`src/rtl/led_stretch_pwm.sv`:
```
// led_stretch_pwm: conditions the 8-bit LED export for the board LEDs.
// Each rising edge on a bit keeps that bit lit for at least STRETCH_CYCLES
// clocks, a global PWM gate scales brightness, and input changes are counted
// (saturating) for debug readback.
//
// Build option: define LED_STRETCH_EN to build the per-bit stretch counters.
// Without it the stretched vector is just the registered input; PWM and the
// change counter are identical in both builds.
//
// Single clock domain (Clk), synchronous active-high Reset.

module led_stretch_pwm #(
   parameter int WIDTH          = 8,
   parameter int STRETCH_CYCLES = 2500000,
   parameter int PWM_BITS       = 4
) (
   input  logic                Clk,
   input  logic                Reset,
   input  logic [WIDTH-1:0]    led_in,
   input  logic [PWM_BITS-1:0] brightness,
   output logic [WIDTH-1:0]    led_out,
   output logic                activity,
   output logic [15:0]         change_count
);

   // A stretch of zero cycles would make the counter width degenerate.
   if (STRETCH_CYCLES < 1) begin : g_bad_cfg
      $error("led_stretch_pwm: STRETCH_CYCLES must be >= 1");
   end

   localparam logic [15:0] CC_MAX = 16'hFFFF;

   logic [WIDTH-1:0]    led_q,          led_d;
   logic [PWM_BITS-1:0] bri_q,          bri_d;
   logic [PWM_BITS-1:0] pwm_cnt_q,      pwm_cnt_d;
   logic [WIDTH-1:0]    led_out_q,      led_out_d;
   logic                activity_q,     activity_d;
   logic [15:0]         change_count_q, change_count_d;

   logic [WIDTH-1:0]    stretched;
   logic                gate;

`ifdef LED_STRETCH_EN
   localparam int              CNT_W    = $clog2(STRETCH_CYCLES + 1);
   localparam logic [CNT_W-1:0] CNT_LOAD = CNT_W'(STRETCH_CYCLES);

   logic [WIDTH-1:0][CNT_W-1:0] cnt_q, cnt_d;

   // Per-bit stretch timers: reload on a rising edge (wins over decrement),
   // otherwise count down to zero; falling edges are ignored.
   always_comb begin
      cnt_d     = cnt_q;
      stretched = '0;
      for (int i = 0; i < WIDTH; i++) begin
         stretched[i] = led_q[i] | (cnt_q[i] != '0);
         if (led_in[i] & ~led_q[i]) begin
            cnt_d[i] = CNT_LOAD;
         end else if (cnt_q[i] != '0) begin
            cnt_d[i] = cnt_q[i] - CNT_W'(1);
         end
      end
   end

   // Stretch timer registers; reset aborts any stretch in progress.
   always_ff @(posedge Clk) begin
      if (Reset) begin
         cnt_q <= '0;
      end else begin
         cnt_q <= cnt_d;
      end
   end
`else
   // No stretching: the registered input drives the LEDs directly.
   assign stretched = led_q;
`endif

   // Input capture, PWM phase, gated output and saturating change counter.
   always_comb begin
      led_d     = led_in;
      bri_d     = brightness;
      pwm_cnt_d = pwm_cnt_q + PWM_BITS'(1);

      // All-ones brightness forces full on; otherwise duty = bri_q / 2^PWM_BITS.
      gate       = (bri_q == '1) | (pwm_cnt_q < bri_q);
      led_out_d  = stretched & {WIDTH{gate}};
      activity_d = |stretched;

      change_count_d = change_count_q;
      if ((led_in != led_q) && (change_count_q != CC_MAX)) begin
         change_count_d = change_count_q + 16'd1;
      end
   end

   // State registers; reset has priority over every update.
   always_ff @(posedge Clk) begin
      if (Reset) begin
         led_q          <= '0;
         bri_q          <= '0;
         pwm_cnt_q      <= '0;
         led_out_q      <= '0;
         activity_q     <= 1'b0;
         change_count_q <= '0;
      end else begin
         led_q          <= led_d;
         bri_q          <= bri_d;
         pwm_cnt_q      <= pwm_cnt_d;
         led_out_q      <= led_out_d;
         activity_q     <= activity_d;
         change_count_q <= change_count_d;
      end
   end

   assign led_out      = led_out_q;
   assign activity     = activity_q;
   assign change_count = change_count_q;

endmodule
```
`config.mk`:
```
export PLATFORM = sky130hd
export DESIGN_NAME = led_stretch_pwm
export DESIGN_NICKNAME = d
export VERILOG_FILES = /design/src/rtl/led_stretch_pwm.sv
export SDC_FILE = /design/constraint.sdc
export NUM_CORES = 1
export LEC_CHECK = 0
export CAP_MARGIN = 15
export CORE_MARGIN = 5
export CORE_UTILIZATION = 53
export DETAILED_ROUTE_END_ITERATION = 16
export GPL_ROUTABILITY_DRIVEN = 0
export PLACE_DENSITY = 0.84
export SLEW_MARGIN = 20
export SYNTH_ARGS = -nofsm -noshare
export SYNTH_HDL_FRONTEND = slang
export SYNTH_SLANG_ARGS = --single-unit
```
`constraint.sdc`:
```
create_clock -name Clk -period 4.65 [get_ports Clk]
set_clock_uncertainty 0.2 [all_clocks]
set_input_delay 1.1625 -clock Clk [delete_from_list [all_inputs] [get_ports Clk]]
set_output_delay 1.1625 -clock Clk [all_outputs]
set_load 0.02 [all_outputs]
```
**Word level (Yosys, flattened, before mapping)**

Index checks and enable logic that the tools add are counted.

- $add $sub $neg: 2
- Magnitude comparators: 1
- Equality and inequality tests: 3
- Bitwise operators: 2
- Reductions and logical operators: 2

Operator list:

| operator | count |
|---|---|
| $add A16 B1 Y16 const B | 1 |
| $ne A16 B16 Y1 const B | 1 |
| $and A8 B8 Y8 | 1 |
| $ne A8 B8 Y1 | 1 |
| $reduce_or A8 Y1 | 1 |
| $add A4 B1 Y4 const B | 1 |
| $eq A4 B4 Y1 const B | 1 |
| $lt A4 B4 Y1 | 1 |
| $logic_and A1 B1 Y1 | 1 |
| $or A1 B1 Y1 | 1 |

- Register bits: 41
- Bits of input ports: 14
- Output and inout port bits: 25
- Word-level logic and storage cells: 16

**Depth between registers and ports, before layout**

Gate-level depths: netlist (run 1).

- Depth after elaboration: 3
- Gate-level depth with buffers: 8
- Mapped depth without buffers: 6

**Worst setup path before layout (run 1)**

Ideal clock, no wire load.

- Kind: input to register
- Start point: in led_in[6]
- End point: reg change_count_q[1] (netlist: change_count[1])
- Setup time: 128 ps
- Arrival: 2200 ps
- Required time: 4322 ps
- Slack: 2122 ps
- Stages: 7
- Buffers on the path: 2
- Cell sequence: xnor2_1 -> nand4_2 -> o22ai_4 -> buf_6 -> buf_8 -> mux2i_1 -> nor2_1

- Cells in the longest elaborated chain, start to end: 2

Ends and longest elaborated chain:

| element | RTL line | RTL |
|---|---|---|
| start, declared | 19 | `input logic [WIDTH-1:0] led_in,` |
| $ne A8 B8 Y1 | 89 | `if ((led_in != led_q) && (change_count_q != CC_MAX)) begin` |
| $logic_and A1 B1 Y1 | 89 |  |
| end signal, assigned | 109 | `change_count_q <= change_count_d;` |
| end, declared | 38 | `logic [15:0] change_count_q, change_count_d;` |

Every way passes these cells.
A chain may end at the register's enable or synchronous reset.

**Worst setup path in the final report (run 1)**

- Start point: in led_in[4]
- End point: reg change_count_q[7] (netlist: change_count[7])

The elaborated chain is that of the path after synthesis.

==> run_results.csv, run 1 <==
group,metric,value,unit
sta,setup_slack,1682,ps
global_routing,grt_pass1_wl,5.954,mm
global_routing,grt_pass1_vias,1371,
sta,timing.fmax,0.3369,GHz
critical_path,slowest_stage,"o22ai_4",
cells_and_area,final_nets,237,
critical_path,crit_chain,"clkdlybuf4s50_1, xnor2_1, nand4_2, o22ai_4, nor2b_1, mux2_1",
logic_synthesis,netlist_top_cells_count,"41 x dfxtp_1, 21 x a21oi_1, 15 x nor2b_1",
global_routing,grt_antenna_before_repair,0,
logic_synthesis,ys_seq_area_share,47.88,%
drt,drt_pre_antenna_iters,5,
sta,grt_setup_unrepaired,"false",
logic_synthesis,ys_warn_count,0,
sta,period_minus_slack,2968,ps
floorplan,row_count,20,
sta,final_max_slew_viol_count,0,
logic_synthesis,ys_async_sr_fraction,0,%
sta,relSlewSlack,54.43,%
clock_tree,cts.sinks,41,
sta,holdWs,274.3,ps
clock_tree,clock_latency,330,ps
critical_path,critical-path-top-delay-family,"compound AO/OA/AOI/OAI gates",
power,p_leak,0.7894,nW
placed_design,place_hpwl,2.741,mm
drt,route.detailed.drc,0,
clock_tree,cts_htree_levels,2,
floorplan,io_pins,39,
placed_design,portBuffers,38,
cells_and_area,syn2layout_area_growth,27.66,%
job,cap_violations,0,
clock_tree,cts_tree,"done",
logic_synthesis,synth.ff_latch_count,41,
placed_design,place_ws,1313,ps
floorplan,die_area,4472,um2
critical_path,end_kind,"flop",
clock_tree,cts_resized,0,
logic_synthesis,synth_top_area_share,47.88,%
sta,fin_setup_tns,0,ps
drt,totalWireLength,3.575,mm
critical_path,worstPathArrival,3000,ps
clock_tree,ctsHoldBuffers,0,
clock_tree,cts-buffers-inserted,5,
drt,via_count,1401,
logic_synthesis,synthTopCellsByArea,"dfxtp_1 48%, a21oi_1 6.1%, nor2b_1 5.5%, xnor2_1 4.6%, or3_1 4.0%",
critical_path,worst_r2r_startpoint,"change_count[0]$_SDFFE_PP0P_",
critical_path,path_class,"in2reg",
global_routing,grt-ovfl-total,0,
drt,antenna_left,0,
logic_synthesis,synth_edf_count,0,
critical_path,critPathBufInv,1,
logic_synthesis,synth_cell_types,30,
floorplan,start_util,55.69,%
floorplan,core,3078,um2
critical_path,crit_path_max_fanout,27,
clock_tree,postCtsSetupBuffers,0,
drt,drt_iter0_drc,57,
clock_tree,root_buffer,"clkbuf_4",
drt,viasPerCell,5.347,
drt,avgRoutedWirePerCell,13.65,um
logic_synthesis,synth_top_area_cell,"dfxtp_1",
floorplan,die_x,66.87,um
critical_path,slowest_delay,540,ps
global_routing,grt_max_degree,28,
sta,tightest_slew,681.5,ps
logic_synthesis,synthesis.nets,197,
logic_synthesis,syn_inst,178,
power,ir_worst_vdd,0.0001946,V
critical_path,critPathLaunch,"led_in[4]",
min_path,hp-class,"reg2reg",
clock_tree,clockBufferDepth,2,
logic_synthesis,synth-main-ff-cell,"dfxtp_1",
min_path,hold_start,"pwm_cnt_q[0]$_SDFF_PP0_",
logic_synthesis,syn_area,1714,um2
critical_path,cp.required,4680,ps
sta,finalSetupViolations,0,
sta,fin_crit_sh,63.82,%
logic_synthesis,yosys.cell_count.top_type,"dfxtp_1",
critical_path,worstSetupStartpointType,"primary input",
global_routing,track_usage,17.92,%
logic_synthesis,synth_area_per_cell,9.630,um2
run_status,status,"finished, final reports clean",
clock_tree,clk_pin_slew_worst_paths,110,ps
cells_and_area,drive_above_1_share,6.422,%
floorplan,die_y,66.87,um
sta,hold_violations,0,
power,p_per_area,306.3,nW/um2
cells_and_area,diodes,0,
power breakdown:
group / leakage [nW] / switching, mW / internal [mW] / total (mW)
Clock: 0.0410 / 0.106 / 0.110 / 0.216
Sequential: 0.336 / 0.0117 / 0.365 / 0.377
Combinational: 0.412 / 0.0362 / 0.0412 / 0.0774
worst paths after layout:
check	to	cells past startpoint	slack (ps)
setup / recovery	change_count[7]$_SDFFE_PP0P_	6	1680
hold / removal	pwm_cnt_q[0]$_SDFF_PP0_	1	270
setup reg to reg	change_count[7]$_SDFFE_PP0P_	6	2460
hold reg to reg	pwm_cnt_q[0]$_SDFF_PP0_	1	270
cell usage in the layout, fill, tap and decap left out:
master and count:
clkinv_2 1, o31ai_1 1, bufinv_16 1, a21o_1 3, nand2b_1 9, clkbuf_4 5, and2_1 3, clkdlybuf4s50_1 38
nand4_2 2, nor2b_1 15, ha_1 5, buf_4 1, xnor2_1 9, nand4_1 5, o21ai_0 3, mux2i_1 1
or4_1 1, o22ai_4 1, nand2_1 5, nand3_1 6, nor4_1 2, and4_4 3, xor2_1 3, a21oi_1 21
o2111ai_1 1, o21ai_1 8, nor2_1 7, inv_1 4, mux2_1 1, dfxtp_1 41, or3_1 11, and3_1 1
flip-flops by register name, summed over array words and instances (netlist names):
name / cells
pwm_cnt_q: 4
led_q: 8
activity: 1
bri_q: 4
led_out: 8
change_count: 16
kinds of logic (layout without fill, tap and decap cells):
| kind of cell | count (synthesis) | in the layout | share of synthesized area [%] |
|---|---|---|---|
| AOI/OAI and AO/OA | 38 | 38 | 12.77 |
| muxes | 2 | 2 | 1.241 |
| xor gates and xnor gates | 12 | 12 | 6.132 |
| DFF | 41 | 41 | 47.88 |
| buffers and inverters | 10 | 50 | 3.284 |
| adders and majority gates | 5 | 5 | 3.650 |
| and+or+nand+nor | 70 | 70 | 25.04 |
through the flow:
step | total power [mW] | util [%] | std cells | cell area [um2]
final | 0.6703 | 71.10 | 262 | 2188
after global placement | 0.4585 | 68.74 | 255 | 2116
after detailed placement | 0.4632 | 68.74 | 255 | 2116
after global routing | 0.7025 | 71.10 | 262 | 2188
after CTS | 0.6784 | 71.10 | 262 | 2188
after floorplan | 0.4276 | - | 178 | 1714
layout make-up:
class / instances / area [um2]
timing repair buffer: 39 / 387.9
clock inverter: 2 / 35.03
tap: 44 / 55.05
clock buffer: 5 / 37.54
fill: 248 / 889.6
inverter: 4 / 15.01
sequential: 41 / 820.8
multi-input combinational: 127 / 837.1
routing by layer:
| layer | part of all wire (%) | wire length, um | track usage (%) | vias up |
|---|---|---|---|---|
| li1 | - | - | - | 701 |
| met1 | 41 | 1455 | 19.16 | 655 |
| met2 | 53 | 1893 | 32.67 | 37 |
| met3 | 4.3 | 155 | 4.047 | 8 |
| met4 | 2.0 | 70 | 8.861 | 0 |
| met5 | 0 | 0 | 0 | - |
No activity file was read; power rests on OpenSTA's default activity.
==> run 2, diff against run 1 <==
CORE_UTILIZATION = 49   (was 53)
PLACE_DENSITY = 0.78   (was 0.84)
clock period = 3 ns   (was 4.65 ns; I/O delays follow)
==> run 2 against run 1 <==
Against the previous run:
- first-iteration DRC count decreased by 1.8%
- hold slack improved by 9.2 ps
- sequential power increased by 55%
- cell count increased by 1.9%
- combinational power increased by 56%
==> run_results.csv, run 2 (synthesized netlist as in run 1, its figures left out) <==
group,metric,value,unit
clock_tree,clock_latency,340,ps
cells_and_area,fillCellCount,304,
floorplan,start_util,50.97,%
global_routing,track_usage,16.39,%
clock_tree,cts_htree_levels,2,
cells_and_area,diodes,0,
clock_tree,cts_tree,"done",
critical_path,r2r_end,"change_count[14]$_SDFFE_PP0P_",
drt,avgRoutedWirePerCell,13.96,um
power,total_power,0.9727,mW
floorplan,row_count,21,
run_status,status,"finished, final reports clean",
global_routing,grt_pass1_wl,6.465,mm
critical_path,path_class,"in2reg",
cells_and_area,finish.instance_area,2188,um2
floorplan,core,3363,um2
clock_tree,root_buffer,"clkbuf_4",
global_routing,grt_pass1_vias,1416,
sta,final_max_slew_viol_count,0,
cells_and_area,stdcell_count,267,
clock_tree,clockBufferDepth,2,
cells_and_area,final_cell_mix,"41 x dfxtp_1, 38 x clkdlybuf4s50_1, 21 x a21oi_1",
cells_and_area,final_common_cell,"dfxtp_1",
placed_design,dp.cells,259,
power,p_per_area,444.5,nW/um2
sta,fin_setup_tns,0,ps
power,ir_worst_vdd,0.0002652,V
floorplan,die_x,69.15,um
critical_path,crit_path_max_fanout,18,
drt,via_count,1390,
placed_design,place_ws,188.4,ps
global_routing,grt_antenna_before_repair,0,
power,p_leak,0.7896,nW
placed_design,portBuffers,38,
clock_tree,cts_resized,0,
floorplan,io_pins,39,
drt,route.detailed.drc,0,
placed_design,place_hpwl,2.757,mm
sta,hold_violations,0,
min_path,hold_start,"led_q[4]$_SDFF_PP0_",
min_path,hp-class,"reg2reg",
clock_tree,cts.sinks,41,
clock_tree,postCtsSetupBuffers,0,
global_routing,grt-ovfl-total,0,
sta,relSlewSlack,67.81,%
critical_path,worstSetupStartpointType,"primary input",
drt,viasPerCell,5.206,
cells_and_area,final_nets,239,
clock_tree,ctsHoldBuffers,0,
global_routing,grt_max_degree,19,
critical_path,rr_worst_depth,7,
sta,fin_crit_sh,81.86,%
sta,timing.fmax,0.4072,GHz
cells_and_area,final_util,65.07,%
sta,holdWs,283.5,ps
critical_path,rrSetupSlack,850,ps
placed_design,placed_area,2133,um2
min_path,whs_path_depth,2,
drt,drt_iter0_drc,56,
cells_and_area,largest_register_ffs,16,
critical_path,end_kind,"flop",
drt,drt_pre_antenna_iters,4,
cells_and_area,syn2layout_area_growth,27.66,%
sta,tightest_slew,482.9,ps
sta,period_minus_slack,2456,ps
min_path,min_to,"led_out[4]$_SDFF_PP0_",
cells_and_area,drive_above_1_share,7.692,%
drt,totalWireLength,3.728,mm
drt,antenna_left,0,
sta,grt_setup_unrepaired,"false",
sta,finalSetupViolations,0,
critical_path,worstPathArrival,2520,ps
clock_tree,clk_pin_slew_worst_paths,120,ps
floorplan,die_y,69.15,um
sta,setup_slack,544.1,ps
critical_path,worst_r2r_startpoint,"change_count[0]$_SDFFE_PP0P_",
critical_path,cp.required,3070,ps
clock_tree,cts-buffers-inserted,5,
floorplan,die_area,4781,um2
job,cap_violations,0,
==> run 2: worst max path at each step <==
stage                          from                            end  slack, ps
final                     led_in[0]  change_count[14]$_SDFFE_PP0P_        540
after global routing      led_in[0]  change_count[14]$_SDFFE_PP0P_        400
after CTS                 led_in[0]  change_count[14]$_SDFFE_PP0P_        550
after detailed placement  led_in[0]  change_count[14]$_SDFFE_PP0P_        190
after global placement    led_in[0]   change_count[7]$_SDFFE_PP0P_        270
after floorplan           led_in[6]   change_count[1]$_SDFFE_PP0P_        880
==> run 2: power by group <==
group	switching, mW	leakage, nW	total, mW	internal (mW)
clock	0.178	0.0310	0.267	0.0885
combinational	0.0564	0.423	0.121	0.0649
sequential	0.0181	0.336	0.585	0.567
total	0.253	0.790	0.973	0.720
==> run 2: critical path, cell delays in order <==
cell,delay (ps)
clkdlybuf4s50_1,510
xnor2_1,130
nand4_1,200
o22ai_4,450
buf_4,250
o21ai_1,80
a21oi_1,160
==> run 2: cell type report <==
class	count	area [um2]	share of cell area, %
clock buffers	5	37.54	1.715
clock inverters	3	17.52	0.8005
inverters	4	15.01	0.6861
multi-input cells	127	837.1	38.25
flip-flops and latches	41	820.8	37.51
well taps	46	57.56	2.630
repair buffers	41	402.9	18.41
==> run 2: per-layer routing <==
layer	GRT usage [%]	part of all wire (%)
met1	19.80	44
met2	26.69	50
met3	4.651	5.4
met4	7.809	1.3
met5	0	0
==> run 3, diff against run 2 <==
CORE_UTILIZATION = 44   (was 49)
PLACE_DENSITY = 0.74   (was 0.78)
clock period = 2.1 ns   (was 3 ns; I/O delays follow)
==> run 3 against run 2 <==
Against the previous run:
- total power grew 67%
- sequential cell count unchanged
- sequential share of layout area down 3.0 points
- largest cell class unchanged
- die area increased by 9.7%
- register-to-register slack lost 670 ps
- clock power rose by 130%
==> run_results.csv, run 3 (synthesized netlist as in run 1, its figures left out) <==
group,metric,value,unit
run_status,status,"finished, final reports clean",
placed_design,place_hpwl,2.504,mm
sta,holdWs,265.7,ps
critical_path,end_kind,"output pin",
global_routing,track_usage,13.75,%
global_routing,grt_max_degree,26,
sta,hold_violations,0,
critical_path,critical-path-top-delay-family,"buffers and inverters",
clock_tree,ctsHoldBuffers,0,
clock_tree,clockBufferDepth,2,
drt,dr_wl_met2,1.828,mm
clock_tree,cts_tree,"done",
floorplan,start_util,46.13,%
clock_tree,cts.sinks,41,
critical_path,critPathBufInv,1,
power,p_leak,1.021,nW
placed_design,portBuffers,38,
sta,finalSetupViolations,0,
drt,wirelength_met1,1.659,mm
sta,grt_setup_unrepaired,"false",
critical_path,worstSetupStartpointType,"flop",
placed_design,dp.cells,266,
drt,via_count,1418,
cells_and_area,drive_above_1_share,13.48,%
critical_path,crit_chain,"clkdlybuf4s50_1",
cells_and_area,stdcell_count,278,
power,ir_worst_vdd,0.0003592,V
power,p_per_area,683.5,nW/um2
drt,viasPerCell,5.101,
critical_path,slowest_stage,"clkdlybuf4s50_1",
global_routing,grt_pass1_wl,5.644,mm
cells_and_area,final_nets,249,
cells_and_area,largest_register_ffs,16,
sta,tightest_slew,367.6,ps
cells_and_area,final_common_cell,"dfxtp_1",
drt,drt_pre_antenna_iters,4,
floorplan,die_area,5244,um2
sta,period_minus_slack,2055,ps
critical_path,slowest_delay,630,ps
clock_tree,clk_pin_slew_worst_paths,80,ps
clock_tree,cts_htree_levels,2,
critical_path,path_class,"reg2out",
critical_path,cp.required,1370,ps
drt,drt_iter0_drc,45,
min_path,hp-class,"reg2reg",
floorplan,die_y,72.42,um
clock_tree,clock_latency,290,ps
cells_and_area,final_cell_mix,"41 x dfxtp_1, 24 x clkdlybuf4s50_1, 20 x a21oi_1",
critical_path,worstPathArrival,1330,ps
sta,final_max_slew_viol_count,0,
drt,antenna_left,0,
cells_and_area,syn2layout_area_growth,38.83,%
drt,totalWireLength,3.736,mm
sta,setup_slack,44.64,ps
drt,avgRoutedWirePerCell,13.44,um
clock_tree,root_buffer,"clkbuf_8",
drt,top_layer_used,"met4",
placed_design,placed_area,2173,um2
floorplan,row_count,22,
global_routing,grt_pass1_vias,1267,
placed_design,place_ws,-304.3,ps
global_routing,grt_antenna_before_repair,0,
sta,timing.fmax,0.4865,GHz
power,total_power,1.627,mW
clock_tree,cts-buffers-inserted,5,
floorplan,die_x,72.42,um
drt,dr_wl_met3,180,um
critical_path,crit_path_max_fanout,6,
drt,route.detailed.drc,0,
floorplan,io_pins,39,
sta,relSlewSlack,75.42,%
floorplan,core,3716,um2
job,cap_violations,0,
sta,fin_crit_sh,97.87,%
cells_and_area,diodes,0,
global_routing,grt-ovfl-total,0,
cells_and_area,finish.instance_area,2380,um2
[run 3: final timing paths]
kind	from	end	slack, ps	cells past startpoint
max	change_count[13]$_SDFFE_PP0P_	change_count[13]	40	1
min	pwm_cnt_q[0]$_SDFF_PP0_	pwm_cnt_q[0]$_SDFF_PP0_	270	1
max reg2reg	change_count[0]$_SDFFE_PP0P_	change_count[5]$_SDFFE_PP0P_	180	6
min reg2reg	pwm_cnt_q[0]$_SDFF_PP0_	pwm_cnt_q[0]$_SDFF_PP0_	270	1
[run 3: timing repair]
| item | in CTS | in global routing |
|---|---|---|
| pin swaps | 2 | 3 |
| resized for setup | 5 | 17 |
| setup endpoints to repair | 4 | 18 |
| buffers inserted | 2 | 2 |
| gates cloned | 0 | 1 |
[run 3: cell type report]
type / count / area [um2]
sequential: 41 / 820.8
timing repair buffer: 51 / 509.2
fill: 318 / 1336
multi-input combinational: 127 / 870.8
clock buffer: 5 / 68.82
tap: 48 / 60.06
inverter: 4 / 15.01
clock inverter: 2 / 35.03
[run 3: metal layers]
layer,track usage (%),vias to the layer above
met5,0,-
met2,21.03,32
met3,3.047,7
li1,-,728
met4,6.762,0
met1,18.25,651
[run 3: metrics by stage]
| step | TNS [ps] | utilization, % |
|---|---|---|
| floorplan | 0 | - |
| global placement | -3145 | 58.48 |
| detailed placement | -3790 | 58.48 |
| CTS | -13.97 | 61.78 |
| global route | 0 | 64.04 |
| finish | 0 | 64.04 |
[run 3: where the power goes]
part	internal, mW	total [mW]	leakage [nW]	switching, mW
clock	0.345	0.606	0.0540	0.261
sequential	0.809	0.832	0.336	0.0227
combinational	0.101	0.189	0.631	0.0881
[run 3: worst reg2reg max path: cells and delay by family (launching register included)]
kind	cells	cell delay [ps]
flops	1	320
fa+ha+maj	1	240
compound gates	2	260
simple gates	3	840
==> edit 1, RTL diff (config.mk and constraints of run 1) <==
Build with the macro `LED_STRETCH_EN` defined.
--- a/src/rtl/led_stretch_pwm.sv
+++ b/src/rtl/led_stretch_pwm.sv
@@ -9,4 +9,6 @@
 //
 // Single clock domain (Clk), synchronous active-high Reset.
+
+`define LED_STRETCH_EN
 
 module led_stretch_pwm #(
Behaviour: not the same (Yosys sat finds a counterexample within 4 cycles, from zero or initial values and one cycle with Reset high).
==> edit 1 against run 1 <==
Power grew to 8.0 times the old value. Sequential share of layout area is 1.2 points higher. Count of clock-buffer cells in the layout is 25 higher. Routed wire length grew to 5.7 times the old value. Hold slack worse by 0.0069 ns. Cell area grew to 5.1 times the old value. Worst setup slack worse by 0.25 ns. Synthesized area grew to 5.8 times the old value. Fmax is 7.8% lower. Critical endpoint is now change_count[15]. Non-clock buffer count stayed put. Sequential cell count is 176 higher.
==> edit 1: results (changes against run 1) <==
Status
  – Status: finished clean (unchanged)

Logic synthesis
  – Asr flop ratio synth: 0% (unchanged)
  – Syn Nets: 1,193 (was 197)
  – Yosys cell types: 48 (was 30)
  – Synth area leaders: dfxtp_1, xor2_1, nor2_1 (was dfxtp_1, a21oi_1, nor2b_1)
  – Post-synthesis sequential area ratio: 43.8% (was 47.9%)
  – Post-synth top cells: dfxtp_1, nor2_1, xor2_1 (was dfxtp_1, a21oi_1, nor2b_1)
  – Synthesis Warnings: 0 (unchanged)

Finish
  – Reg with most FFs: cnt_q
  – Share of cells above drive strength 1: 5.18% (was 6.42%)
  – Max reg flops: 176 (was 16)

Drt
  – DRT Pass-1 Iters: 4 (was 5)
  – Final WL: 20,500 um (was 3580 um)
  – DR iter-0 viols: 543 (was 57)
  – Met1 Routed Length: 9620 um (was 1460 um)
  – Metal3 WL: 675 um (was 155 um)
  – Routed wl met2: 9790 um (was 1890 um)
  – Via Count: 7,940 (was 1,401)

Critical path
  – Crit Path Max Fanout: 5 (was 27)
  – Crit path DAT: 3.39 ns (was 3.00 ns)

Clocking
  – Number of H-tree levels: 1 (was 2)
  – Clk slew on worst S/H paths: 0.06 ns (was 0.11 ns)
  – Skew-Pair Late Insertion Delay: 0.50 ns (was 0.33 ns)
  – Root Driver: clkbuf_16 (was clkbuf_4)
  – Post-CTS Setup Repair Bufs: 0 (unchanged)
  – Max Root-Sink Buffers: 3 (was 2)
  – CTS buffer count: 23 (was 5)

Pwr
  – VDD IR max: 312 uV (was 195 uV)
  – P_leak: 4.26 nW (was 0.789 nW)

STA
  – Slew Limit Headroom: 31.8% (was 54.4%)

GRT
  – Initial antenna violation count: 0 (unchanged)
  – Largest net degree at the start of global routing: 58 (was 28)
  – First-pass GRT wire length: 35,500 um (was 5950 um)
  – Number of global-route vias before repair: 7,881 (was 1,371)
  – Gr usage total: 18.8% (was 17.9%)

Placement
  – DP Wirelength: 13,700 um (was 2740 um)
-- edit 1: changes by cell type after synthesis, moves of 24 or more --
cell and change:
xor2_1 +91, nor2_1 +191, nand2_1 +68, nand3_1 +33, dfxtp_1 +176, ha_1 +24, nor3_1 +52, nor4_1 +49
inv_1 +35, a21oi_1 +55, xnor2_1 +64
-- edit 1: stage by stage --
stage	area [um2]	setup slack, ns	std cells	power [mW]
2_1_floorplan	9910	1.86	1150	3.28
3_3_place_gp	10500	1.01	1391	3.49
3_5_place_dp	10500	0.966	1391	3.54
4_1_cts	11200	1.48	1431	5.40
5_1_grt	11200	1.32	1431	5.67
6_report	11200	1.43	1431	5.38
-- edit 1: cells by family (layout without fill, tap and decap cells) --
logic type	count (synthesis)	count (layout)	synth area share [%]
compound gates	107	107	6.09
xor+xnor	167	167	14.8
fa+ha+maj	29	29	3.66
buf+inv	71	118	2.70
flops	217	217	43.8
mux	5	5	0.530
simple gates	554	554	28.4
-- edit 1: worst paths after layout --
| path | end | slack, ns | cells past startpoint | startpoint |
|---|---|---|---|---|
| max | change_count[15] | 1.43 | 8 | led_in[4] |
| min | pwm_cnt_q[0] | 0.27 | 1 | pwm_cnt_q[0] |
| max reg2reg | activity | 1.84 | 6 | cnt_q[13] |
| min reg2reg | pwm_cnt_q[0] | 0.27 | 1 | pwm_cnt_q[0] |
-- edit 1: area by class of cell --
| class | instances | area, um2 |
|---|---|---|
| clock inverter | 10 | 125 |
| multi-input combinational | 862 | 5310 |
| sequential | 217 | 4340 |
| clock buffer | 30 | 632 |
| inverter | 39 | 146 |
| fill | 1552 | 7350 |
| timing repair buffer | 39 | 385 |
| tap | 234 | 293 |
-- edit 1: per-layer routing --
layer | track usage [%] | vias up
met1 | 24.4 | 3742
met3 | 2.71 | 29
li1 | - | 4044
met5 | 0 | -
met2 | 33.0 | 125
met4 | 4.94 | 0
-- edit 1: power breakdown --
group          switching [mW]  internal (mW)
sequential              0.218           2.07
combinational           0.705          0.546
clock                   0.721           1.12
-- edit 1: worst max-delay path, stage by stage --
cell and delay [ns]:
clkdlybuf4s50_1 0.43, ha_1 0.34, nand4_1 0.24, nor2_1 0.14, nor4_1 0.65, nand4_1 0.20
xor2_1 0.17, nor2_1 0.05
==> edit 2, RTL diff (config.mk and constraints of run 1) <==
Made on the original files. Put one more register stage on the output `change_count`, without a reset. The value now appears one clock later. The other outputs are not delayed to match.
--- a/src/rtl/led_stretch_pwm.sv
+++ b/src/rtl/led_stretch_pwm.sv
@@ -113,5 +113,7 @@
    assign led_out      = led_out_q;
    assign activity     = activity_q;
-   assign change_count = change_count_q;
+   always_ff @(posedge Clk) begin
+      change_count <= change_count_q;
+   end
 
 endmodule
Formal check against the unedited RTL: not equivalent (a bounded check fails within 4 cycles, from zero or initial values and one cycle with Reset high).
==> edit 2 against run 1 <==
Die area rose by 23%. Sequential power grew 37%. Cell area up 25%. Sequential cell count rose by 16. Synthesized area increased by 27%. Power is 47% higher. Critical path type unchanged. Routed wire length grew 8.5%. Non-clock buffer count rose by 1. Worst setup slack worse by 0.079 ns.
==> edit 2: results (changes against run 1) <==
Status
  – Status: finished clean (unchanged)

STA
  – Slew @ Worst Pin: 0.788 ns (was 0.681 ns)
  – Post-layout min period: 3.05 ns (was 2.97 ns)

Drt
  – Post-DR wirelength/cell: 12.9 um (was 13.6 um)
  – Via Count: 1,589 (was 1,401)

GRT
  – Met3 Usage GRT: 6.62% (was 4.05%)
  – Gr usage total: 16.4% (was 17.9%)
  – Number of global-route vias before repair: 1,469 (was 1,371)
  – First-pass GRT wire length: 6730 um (was 5950 um)
  – Met1 Use GR: 20.2% (was 19.2%)

Critical path
  – Worst setup path start: led_in[2] (was led_in[4])
  – Crit Path Max Fanout: 23 (was 27)
  – Crit path DAT: 3.06 ns (was 3.00 ns)

Pwr
  – P_leak: 1.01 nW (was 0.789 nW)
  – VDD IR max: 265 uV (was 195 uV)

Clocking
  – Root Driver: clkbuf_8 (was clkbuf_4)
  – Number of H-tree levels: 3 (was 2)
  – CTS buffer count: 9 (was 5)
  – Clk slew on worst S/H paths: 0.06 ns (was 0.11 ns)

Finish
  – Share of cells above drive strength 1: 11.2% (was 6.42%)
  – Final nets: 267 (was 237)

Logic synthesis
  – Yosys cell types: 39 (was 30)
  – Post-synth top cells: dfxtp_1, a21oi_1, nor2b_1 (unchanged)

Worst hold path
  – Min-delay src: change_count_q[10] (was pwm_cnt_q[0])
  – Worst Hold Path Cells: 0 (was 1)
  – Hold Path Sink: change_count[10] (was pwm_cnt_q[0])

Placement
  – Post-Place Cell Area: 2570 um2 (was 2120 um2)
[edit 2: cells by family after synthesis]
family,synth area share [%]
multiplexers,2.75
adder cells (fa/ha/maj),2.87
buffers and inverters,4.13
flip-flops,52.3
AO/OA/AOI/OAI,9.70
AND/OR/NAND/NOR,24.2
XOR/XNOR,4.02
[edit 2: how the worst max path moves through the flow]
stage,endpoint,depth (start not counted)
6_report,change_count_q[5],6
5_1_grt,change_count_q[5],6
4_1_cts,change_count_q[5],6
3_5_place_dp,change_count_q[15],6
3_3_place_gp,change_count_q[15],6
2_1_floorplan,change_count_q[15],6
[edit 2: critical path: stages]
cell and delay, ns:
clkdlybuf4s50_1 0.43, xor2_1 0.16, nor4_1 0.51, and2_4 0.39, nor4b_2 0.09, mux2_4 0.32
[edit 2: area by class of cell]
class                      instances  area, um2  area share, %
tap                               50       62.6           2.29
sequential                        57       1140           41.8
clock buffer                      14        163           5.96
timing repair buffer              40        390           14.3
multi-input combinational        134        950           34.8
inverter                           6       22.5          0.825
[edit 2: metal layers]
metal	wire length (um)	part of all wire, %	vias to the layer above
met5	0	0	-
met4	79	2.0	0
met3	191	4.9	5
met2	1790	46	34
met1	1820	47	734
li1	-	-	816
[edit 2: per-stage QoR]
step | std cells | hold slack, ns
floorplan | 206 | 0.156
global placement | 287 | 0.165
detailed placement | 287 | 0.173
CTS | 301 | 0.181
global route | 301 | 0.194
finish | 301 | 0.185
[edit 2: report_power, final]
| group | internal, mW | leakage (nW) | total, mW | switching [mW] |
|---|---|---|---|---|
| combinational | 0.0405 | 0.465 | 0.0771 | 0.0366 |
| clock | 0.217 | 0.0826 | 0.391 | 0.174 |
| sequential | 0.505 | 0.466 | 0.516 | 0.0107 |
